File: src/rtl/dmem_arbiter.sv
// Round-robin arbiter sharing the data memory between the core
// load/store port (0) and the debug/loader port (1).
module dmem_arbiter #(
  parameter int DEPTH = 10,
  parameter int AW    = 4,
  parameter int DW    = 32
) (
  input  logic          clk,
  input  logic          rst,
  input  logic [1:0]    req_valid,
  input  logic [1:0]    req_we,
  input  logic [AW-1:0] req_addr0,
  input  logic [AW-1:0] req_addr1,
  input  logic [DW-1:0] req_wdata0,
  input  logic [DW-1:0] req_wdata1,
  output logic [1:0]    req_ready,
  output logic [1:0]    rsp_valid,
  output logic [DW-1:0] rsp_rdata,
  output logic          rsp_err,
  output logic          mem_read,
  output logic          mem_write,
  output logic [AW-1:0] mem_addr,
  output logic [DW-1:0] mem_wdata,
  input  logic [DW-1:0] mem_rdata
);

  logic          last;
  logic [1:0]    grant;
  logic          gnt;
  logic          sel;
  logic [AW-1:0] gaddr;
  logic [DW-1:0] gwdata;
  logic          gwe;
  logic          legal;

  // On contention the port that was not served last wins.
  always_comb begin
    grant = 2'b00;
    if (!rst) begin
      grant[0] = req_valid[0] & (~req_valid[1] | last);
      grant[1] = req_valid[1] & (~req_valid[0] | ~last);
    end
  end

  assign gnt    = |grant;
  assign sel    = grant[1];
  assign gaddr  = sel ? req_addr1  : req_addr0;
  assign gwdata = sel ? req_wdata1 : req_wdata0;
  assign gwe    = sel ? req_we[1]  : req_we[0];
  assign legal  = 32'(gaddr) < DEPTH;

  assign req_ready = grant;
  assign mem_write = gnt & gwe & legal;
  assign mem_read  = gnt & ~gwe & legal;
  assign mem_addr  = gnt ? gaddr : '0;
  assign mem_wdata = gnt ? gwdata : '0;

  always_ff @(posedge clk or posedge rst) begin
    if (rst) begin
      last      <= 1'b1;
      rsp_valid <= 2'b00;
      rsp_rdata <= '0;
      rsp_err   <= 1'b0;
    end else begin
      rsp_valid <= grant;
      rsp_err   <= gnt & ~legal;
      rsp_rdata <= mem_read ? mem_rdata : '0;
      if (gnt)
        last <= sel;
    end
  end

endmodule

File: config.mk
export PLATFORM = sky130hd
export DESIGN_NAME = dmem_arbiter
export DESIGN_NICKNAME = d
export VERILOG_FILES = /design/src/rtl/dmem_arbiter.sv
export SDC_FILE = /design/constraint.sdc
export NUM_CORES = 1
export LEC_CHECK = 0
export BUFFER_PORTS_ARGS = -buffer_cell sky130_fd_sc_hd__buf_2
export CAP_MARGIN = 5
export CORE_MARGIN = 3
export CORE_UTILIZATION = 40
export CTS_CLUSTER_SIZE = 14
export DETAILED_ROUTE_END_ITERATION = 7
export GPL_TIMING_DRIVEN = 1
export PLACE_DENSITY = 0.86
export SLEW_MARGIN = 40
export SYNTH_ARGS = -nofsm -noshare
export SYNTH_HDL_FRONTEND = slang
export SYNTH_SLANG_ARGS = --single-unit
export TNS_END_PERCENT = 10
File: constraint.sdc
create_clock -name clk -period 4.9 [get_ports clk]
set_input_delay 0.245 -clock clk [delete_from_list [all_inputs] [get_ports clk]]
set_output_delay 0.245 -clock clk [all_outputs]
set_load 0.01 [all_outputs]
# Word-level counts from Yosys, hierarchy flattened
# Index checks and enable logic that the tools add are counted.
dict set report totals {
  regBits 36
  word_cells 27
}
dict set report classes {
  bitwise_logic 14
  muxes 7
  n_reduce_logical 1
  order_cmp 1
}
# op n
set op_table {}
lappend op_table {{$mux W32} 3}
lappend op_table {{$mux W4} 2}
lappend op_table {{$and A1 B1 Y1} 7}
lappend op_table {{$not A1 Y1} 5}
lappend op_table {{$lt A4 B4 Y1 const B} 1}
lappend op_table {{$mux W2} 1}
lappend op_table {{$or A1 B1 Y1} 2}
lappend op_table {{$reduce_or A2 Y1} 1}
lappend op_table {{$mux W1} 1}

# Logic depth before layout (Yosys ltp)
# Gate-level depths: netlist of run 1.
dict set report depth {
  word_depth 9
  mapped_depth 5
}

# Worst setup path after synthesis of run 1
# No wires, ideal clock.
dict set report synth_timing {
  path_type {input -> output}
  startpoint {in rst}
  endpoint {out mem_wdata[21]}
  path_slack_ns 2.720
  required_ns 4.655
  arrival_ns 1.935
  stages 5
  cell_sequence {inv_1 o21ai_0 clkbuf_1 buf_1 a21oi_1}
}
dict set report synth_between {
  elab_chain_cells 3
  word_cells_on_any_way 4
  classes_between {mux (3); reduce/logical (1)}
}
# item line_no
set synth_lines {}
lappend synth_lines {{start: declaration} 9} ;# input logic rst,
lappend synth_lines {{$mux W2 (*)} 39} ;# if (!rst) begin
lappend synth_lines {{$mux W32 / $reduce_or A2 Y1 (equally long branches)} {48, 45}}
lappend synth_lines {{$mux W32 (*)} 56} ;# assign mem_wdata = gnt ? gwdata : '0;
lappend synth_lines {{end: declaration} 23} ;# output logic [DW-1:0] mem_wdata,
# Every way passes the cells marked *; elsewhere a longest branch is shown, timed or not.

# Final worst setup path of run 1
dict set report layout_timing {
  startpoint {reg last}
  endpoint {out mem_read}
}
dict set report layout_between {
  elab_chain_cells 8
  word_cells_on_any_way 13
  classes_between {order compare (1); mux (3); bitwise (8); reduce/logical (1)}
}
# item line_no
set layout_lines {}
lappend layout_lines {{start: declaration} 27} ;# logic last;
lappend layout_lines {{start signal: assignment} 69} ;# last <= sel;
lappend layout_lines {{$not A1 Y1} 41} ;# grant[1] = req_valid[1] & (~req_valid[0] | ~last);
lappend layout_lines {{$or A1 B1 Y1} 41}
lappend layout_lines {{$and A1 B1 Y1} 41}
lappend layout_lines {{$mux W2 (*)} 39}
lappend layout_lines {{branches (longest 3 deep; another with $lt A4 B4 Y1)} --}
lappend layout_lines {{$and A1 B1 Y1 (*)} 54} ;# assign mem_read = gnt & ~gwe & legal;
lappend layout_lines {{end: declaration} 20} ;# output logic mem_read,
# Mark *: on every way between the ends.

==> metrics, run 1 <==
DRT iter0 DRCs=120; H-tree depth=2; Max Fclk=0.407 GHz; # nets final=505; row cnt=25; post-synth top area cell=dfrtp_1; synth warn=0; RSZ-0062 raised after global routing=false; Die W=about 77 um; Worst-path clk slew=0.07 ns; Leakage=0.00165 uW; global-route usage over all layers=22.1%; post-synthesis register bit count=36; Synth cell types=25; largest net degree at the start of global routing=42; maximum VDD drop=104 uV; Die H=76.6 um; fin util=63.3%; first-pass GRT wire length=10300 um; RePlAce Congestion=0.831; gr ovfl total=0; CP Data Required Time=4.66 ns; drt first pass iters=4; CTS buffer count=5; Slew HR=around three fifths; total negative setup slack=0 ns; clk buf depth=2; port buffer count=184; post_cts resized=0; worst slew pin tran=between 0.6 and 0.7 ns; Crit. End Element=output port; total clock sinks=36; overall power=715 uW; Final Critical Period=2.46 ns; CP arrival=between 2 and 2.5 ns; Hold Buf Count CTS=0; P per Cell Area=238 nW/um^2; Area contributors post-synth=dfrtp_1 44%, o21ai_0 10%, a21oi_1 9.3%, nand3_1 9.0%, a21boi_1 6.8%; wire length per cell=14.5 um; Worst-Skew Late Latency=0.28 ns; Syn Inst Count=225; fin area=around 3000 sq um; core area=about 4800 sq um; root buffer cell=clkbuf_8; post-synthesis net count=335; period utilization=about 50%; total setup buffers inserted after CTS=0; final wirelength=6720 um; Avg Synthesized Cell Area=a little under 9 sq um; Worst Path Max Fanout=33; placed inst area=around 3000 sq um; initial antenna violation count=1; via count of the first global-routing pass=2184; Die ar.=a little under 6000 sq um; Netlist Area Pre-Place=1990 sq um; register area share after synthesis=45.3%; Setup Crit Path Kind=reg -> out; final setup vio count=0; Post-DP HPWL=5170 um; share of the synthesized area in the top cell type=44.0%; share of layout cells above drive strength 1=54.0%; vias per cell=5.11; drt drc=0; max-slew violations=0; CP Launch Type=flip-flop; status=finished, final reports clean; Starting Density=41.9%; Vias=~2400; Max-Cap Viols=0; IO Pins=about 190; CTS tree=done; post-route ant nets=0; Fin. Hold Viols=0; final hold slack=0.132 ns; Hold WC Path Type=in -> async; Area Overhead vs Synth=51.2%; clk_skew=about 0.0044 ns
-- power by group --
group / internal, uW / leakage, uW / total, uW / switching [uW]
registers: 311 / 0.000490 / 315 / 4.12
clock network: 114 / 0.0000445 / 211 / 96.7
logic: 82.6 / 0.00112 / 190 / 107
-- cell type report --
type | instances | area (sq um)
Fill cell | 407 | 1740
Multi-Input combinational cell | 162 | 967
Timing Repair Buffer | 189 | 958
Sequential cell | 36 | 902
Clock buffer | 7 | 86.3
Tap cell | 67 | 83.8
Clock inverter | 1 | 7.51
Inverter | 1 | 3.75
Antenna cell | 1 | 2.50
-- cell usage in the layout (no fill, tap or decap), types with 2 or more instances in the layout --
cell,netlist,final
nand2_1,3,3
a21boi_1,18,18
clkbuf_8,0,6
a21boi_2,11,11
a21boi_0,3,3
a21oi_1,37,37
nor2_1,2,2
o21ai_0,41,40
buf_2,6,184
buf_4,0,5
dfrtp_1,35,35
nand3_1,36,36
-- Yosys cell counts --
master	instances
a21boi_1	18
a21boi_0	3
o21a_1	1
nand4b_1	1
o21ai_0	41
buf_1	3
inv_1	1
nand2b_4	1
clkbuf_1	14
nand3_1	36
dfstp_2	1
nor2b_1	2
buf_6	3
and2_2	1
nand2b_1	1
a21oi_1	37
dfrtp_1	35
o31ai_1	1
buf_2	6
nand4_1	1
nand2_1	3
or3_1	1
a21boi_2	11
or4_4	1
nor2_1	2
-- metrics by stage --
stage	setup WS, ns	std cells
after floorplan	2.72	225
after global placement	2.81	455
after detailed placement	2.76	455
after CTS	2.45	463
after global routing	2.30	464
final	2.44	464
-- path summary, 6_finish.rpt --
kind	startpoint	cells after the start	end	slack (ns)
worst max-delay path	last	6	mem_read	2.44
worst min-delay path	rst	3	rsp_rdata[30]	0.13
worst max register to register	last	5	rsp_rdata[31]	2.92
worst min register to register	last	2	last	0.51
max in group asynchronous	rst	3	last	4.45
min in group clk	mem_rdata[2]	2	rsp_rdata[2]	0.20
-- kinds of logic (layout without fill, tap and decap cells) --
logic type      count (synthesis)  count (layout)  share of synthesized area [%]
compound gates                112             112                           34.5
buf+inv                        27             198                           6.60
flops                          36              36                           45.3
other cells                     0               1                              0
simple gates                   50              50                           13.6
-- routing by layer --
layer	wire length, um	global-route usage [%]	vias to the layer above
met5	0	0	-
met4	210	12.1	0
met3	510	4.26	16
met2	3330	36.0	127
met1	2660	27.5	1077
li1	-	-	1153
-- state kept, by name (all words and copies together) (netlist names) --
name	count
rsp_err	1
rsp_rdata	32
rsp_valid	2
last	1
-- worst max-delay path, cell delays in order (launching register included) --
cell and delay (ns):
dfstp_2 0.55, nand2_1 0.30, buf_4 0.34, nand4b_1 0.11, buf_4 0.35, nand2_1 0.10
buf_2 0.16
Note: power is estimated with default switching activity, not from simulation.
==> run 2, diff against run 1 <==
Settings changed: ABC_AREA from default to 1, CORE_UTILIZATION 40 to 38, PLACE_DENSITY 0.86 to 0.81.
Clock period 4.9 ns to 2.5 ns, I/O delays scaled along.
==> run 2 against run 1 <==
  * Worst hold slack lost 0.062 ns
  * Total power grew 110%
  * Die area grew 10%
  * First-iteration DRC count shrank 75%
  * Global-route usage shrank 4.5 points
  * Sequential power grew 97%
  * Design area grew 4.9%
  * Worst setup slack lost 2.1 ns
  * Via count shrank 8.6%
  * Critical path type unchanged
  * Critical endpoint is now mem_wdata[3]
==> metrics, run 2 <==
Syn Inst Count=252 (+12%); Area contributors post-synth=dfrtp_1 42%, nor2_4 16%, nand2_1 13%, a21oi_1 7.8%, inv_1 7.1%; Hold Buf Count CTS=1 (+1); DRT iter0 DRCs=30 (-75%); DR WL met2=3050 um (-8.5%); Avg Synthesized Cell Area=8.36 sq um (-5.6%); status=finished, final reports clean; Starting Density=40.2% (-1.7 points); total setup buffers inserted after CTS=0 (unchanged); share of layout cells above drive strength 1=55.1% (+1.1 points); Leakage=0.00198 uW (+19%); fraction of registers with async set or reset after synthesis=100% (unchanged); wire length per cell=11.7 um (-19%); vias per cell=4.28 (-16%); IO Pins=185 (unchanged); Synth cell types=21 (-16%); Netlist Area Pre-Place=2110 sq um (+5.7%); synth warn=0 (unchanged); Die W=80.4 um (+5.1%); Worst-Skew Late Latency=0.28 ns (about the same); max-slew violations=0 (unchanged); post-synth top area cell=dfrtp_1; RePlAce Congestion=0.790 (-5.0%); core area=5240 sq um (+10%); clk buf depth=2 (unchanged); Setup Crit Path Kind=reg -> out; WL met3=681 um (+34%); worst slew pin tran=0.425 ns (-0.204 ns); first-pass GRT wire length=8910 um (-14%); Post-synth EDFFs=0 (unchanged); share of the synthesized area in the top cell type=41.6% (-2.4 points); placed inst area=3050 sq um (+4.7%); Post-synth top flop=dfrtp_1; register area share after synthesis=42.8% (-2.4 points); Place WS=0.676 ns (-2.08 ns); RSZ-0062 raised after global routing=false; Worst Path Max Fanout=31 (-6.1%); initial antenna violation count=0 (-1); top sig layer=met4; count leader, synth=nand2_1; worst hold path depth=3; Die ar.=6470 sq um (+10%); drt first pass iters=4 (unchanged); # nets final=547 (+8.3%); Hold WC Path Type=in -> reg; Worst-path clk slew=0.07 ns (about the same); post-synthesis net count=362 (+8.1%); final setup vio count=0 (unchanged); total clock sinks=36 (unchanged); global-route usage over all layers=17.6% (-4.5 points); Post-DP HPWL=4960 um (-4.1%); Regs by FF count=rsp_rdata: 32 flops, rsp_valid: 2 flops; post-synthesis register bit count=36 (unchanged); H-tree depth=2 (unchanged); final wirelength=5930 um (-12%); P per Cell Area=472 nW/um^2 (+99%); CP arrival=2.01 ns (-0.20 ns); gr ovfl total=0 (unchanged); Max-Cap Viols=0 (unchanged); Vias=2169 (-8.6%); largest net degree at the start of global routing=37 (-12%); most frequent cells in the layout=184 x buf_2, 75 x nand2_1, 40 x inv_1; fin area=3160 sq um (+4.9%); clk_skew=0.00944 ns (+0.00505 ns); total negative setup slack=0 ns (unchanged); row cnt=26 (+4.0%); Crit. End Element=output port; Area Overhead vs Synth=50.0%; Commonest cells post-synth=75 x nand2_1, 40 x inv_1, 35 x dfrtp_1, 33 x a21oi_1, 30 x nor2_4; Final WS setup=0.362 ns (-2.08 ns); fin util=60.3% (-3.0 points); CTS buffer count=5 (unchanged); Final Critical Period=2.14 ns; cells on worst reg2reg path=10 (+5); port buffer count=184 (unchanged); via count of the first global-routing pass=2052 (-6.0%); root buffer cell=clkbuf_8; post_cts resized=0 (unchanged); Diodes inserted=0 (-1); post-route ant nets=0 (unchanged); Slew HR=71.7% (+14 points); maximum VDD drop=212 uV (+100%); M1 WL=2140 um (-20%); Fin. Hold Viols=0 (unchanged); CP Launch Type=flip-flop; largest register by flop count=rsp_rdata; max reg flops=32 (unchanged); commonest non-fill, non-tap cell in the layout=buf_2; CTS tree=done; period utilization=85.5%; drt drc=0 (unchanged); Die H=80.4 um (+5.1%); Max Fclk=0.468 GHz; CP Data Required Time=2.38 ns (-2.28 ns)
-- run 2: routing by layer --
metal / GRT usage [%] / up-vias
met4: 5.57 / 0
met3: 5.27 / 6
met1: 19.4 / 940
met2: 32.0 / 116
li1: - / 1107
met5: 0 / -
-- run 2: through the flow --
stage	power, uW	instances	hold slack [ns]
after floorplan	901	252	0.0965
after global placement	1070	499	0.167
after global routing	1590	507	0.0726
after detailed placement	1080	499	0.175
after CTS	1510	507	0.0689
final	1490	507	0.0699
-- run 2: path summary, 6_finish.rpt --
| kind | startpoint | endpoint | slack, ns |
|---|---|---|---|
| max in group asynchronous | rst | rsp_rdata[27] | 1.63 |
| worst min-delay path | mem_rdata[31] | rsp_rdata[31] | 0.07 |
| min in group asynchronous | rst | last | 0.43 |
| worst max-delay path | last | mem_wdata[3] | 0.36 |
| worst max register to register | last | rsp_rdata[0] | 0.72 |
| worst min register to register | last | last | 0.55 |
-- run 2: layout make-up --
| type | instances | area [sq um] |
|---|---|---|
| repair buffers | 192 | 996 |
| inverters | 43 | 161 |
| flip-flops and latches | 36 | 902 |
| clock buffers | 7 | 96.3 |
| multi-input cells | 159 | 916 |
| fillers | 469 | 2080 |
| well taps | 70 | 87.6 |
-- run 2: worst max-delay path, cell delays in order (launching register included) --
cell	delay, ns
dfstp_2	0.53
nand2_1	0.08
nand3_2	0.08
inv_2	0.04
nor2_2	0.34
buf_4	0.39
a21oi_1	0.10
buf_2	0.16
-- run 2: logic make-up (layout without fill, tap and decap cells) --
kind of cell           Yosys count  after routing  share of synthesized area [%]
AND/OR/NAND/NOR                123            123                           34.2
AO/OA/AOI/OAI                   36             36                           9.27
flip-flops                      36             36                           42.8
buffers and inverters           57            242                           13.7
-- run 2: power by group --
group          internal [uW]  switching [uW]
sequential               614            7.48
clock                    245             179
combinational            185             261
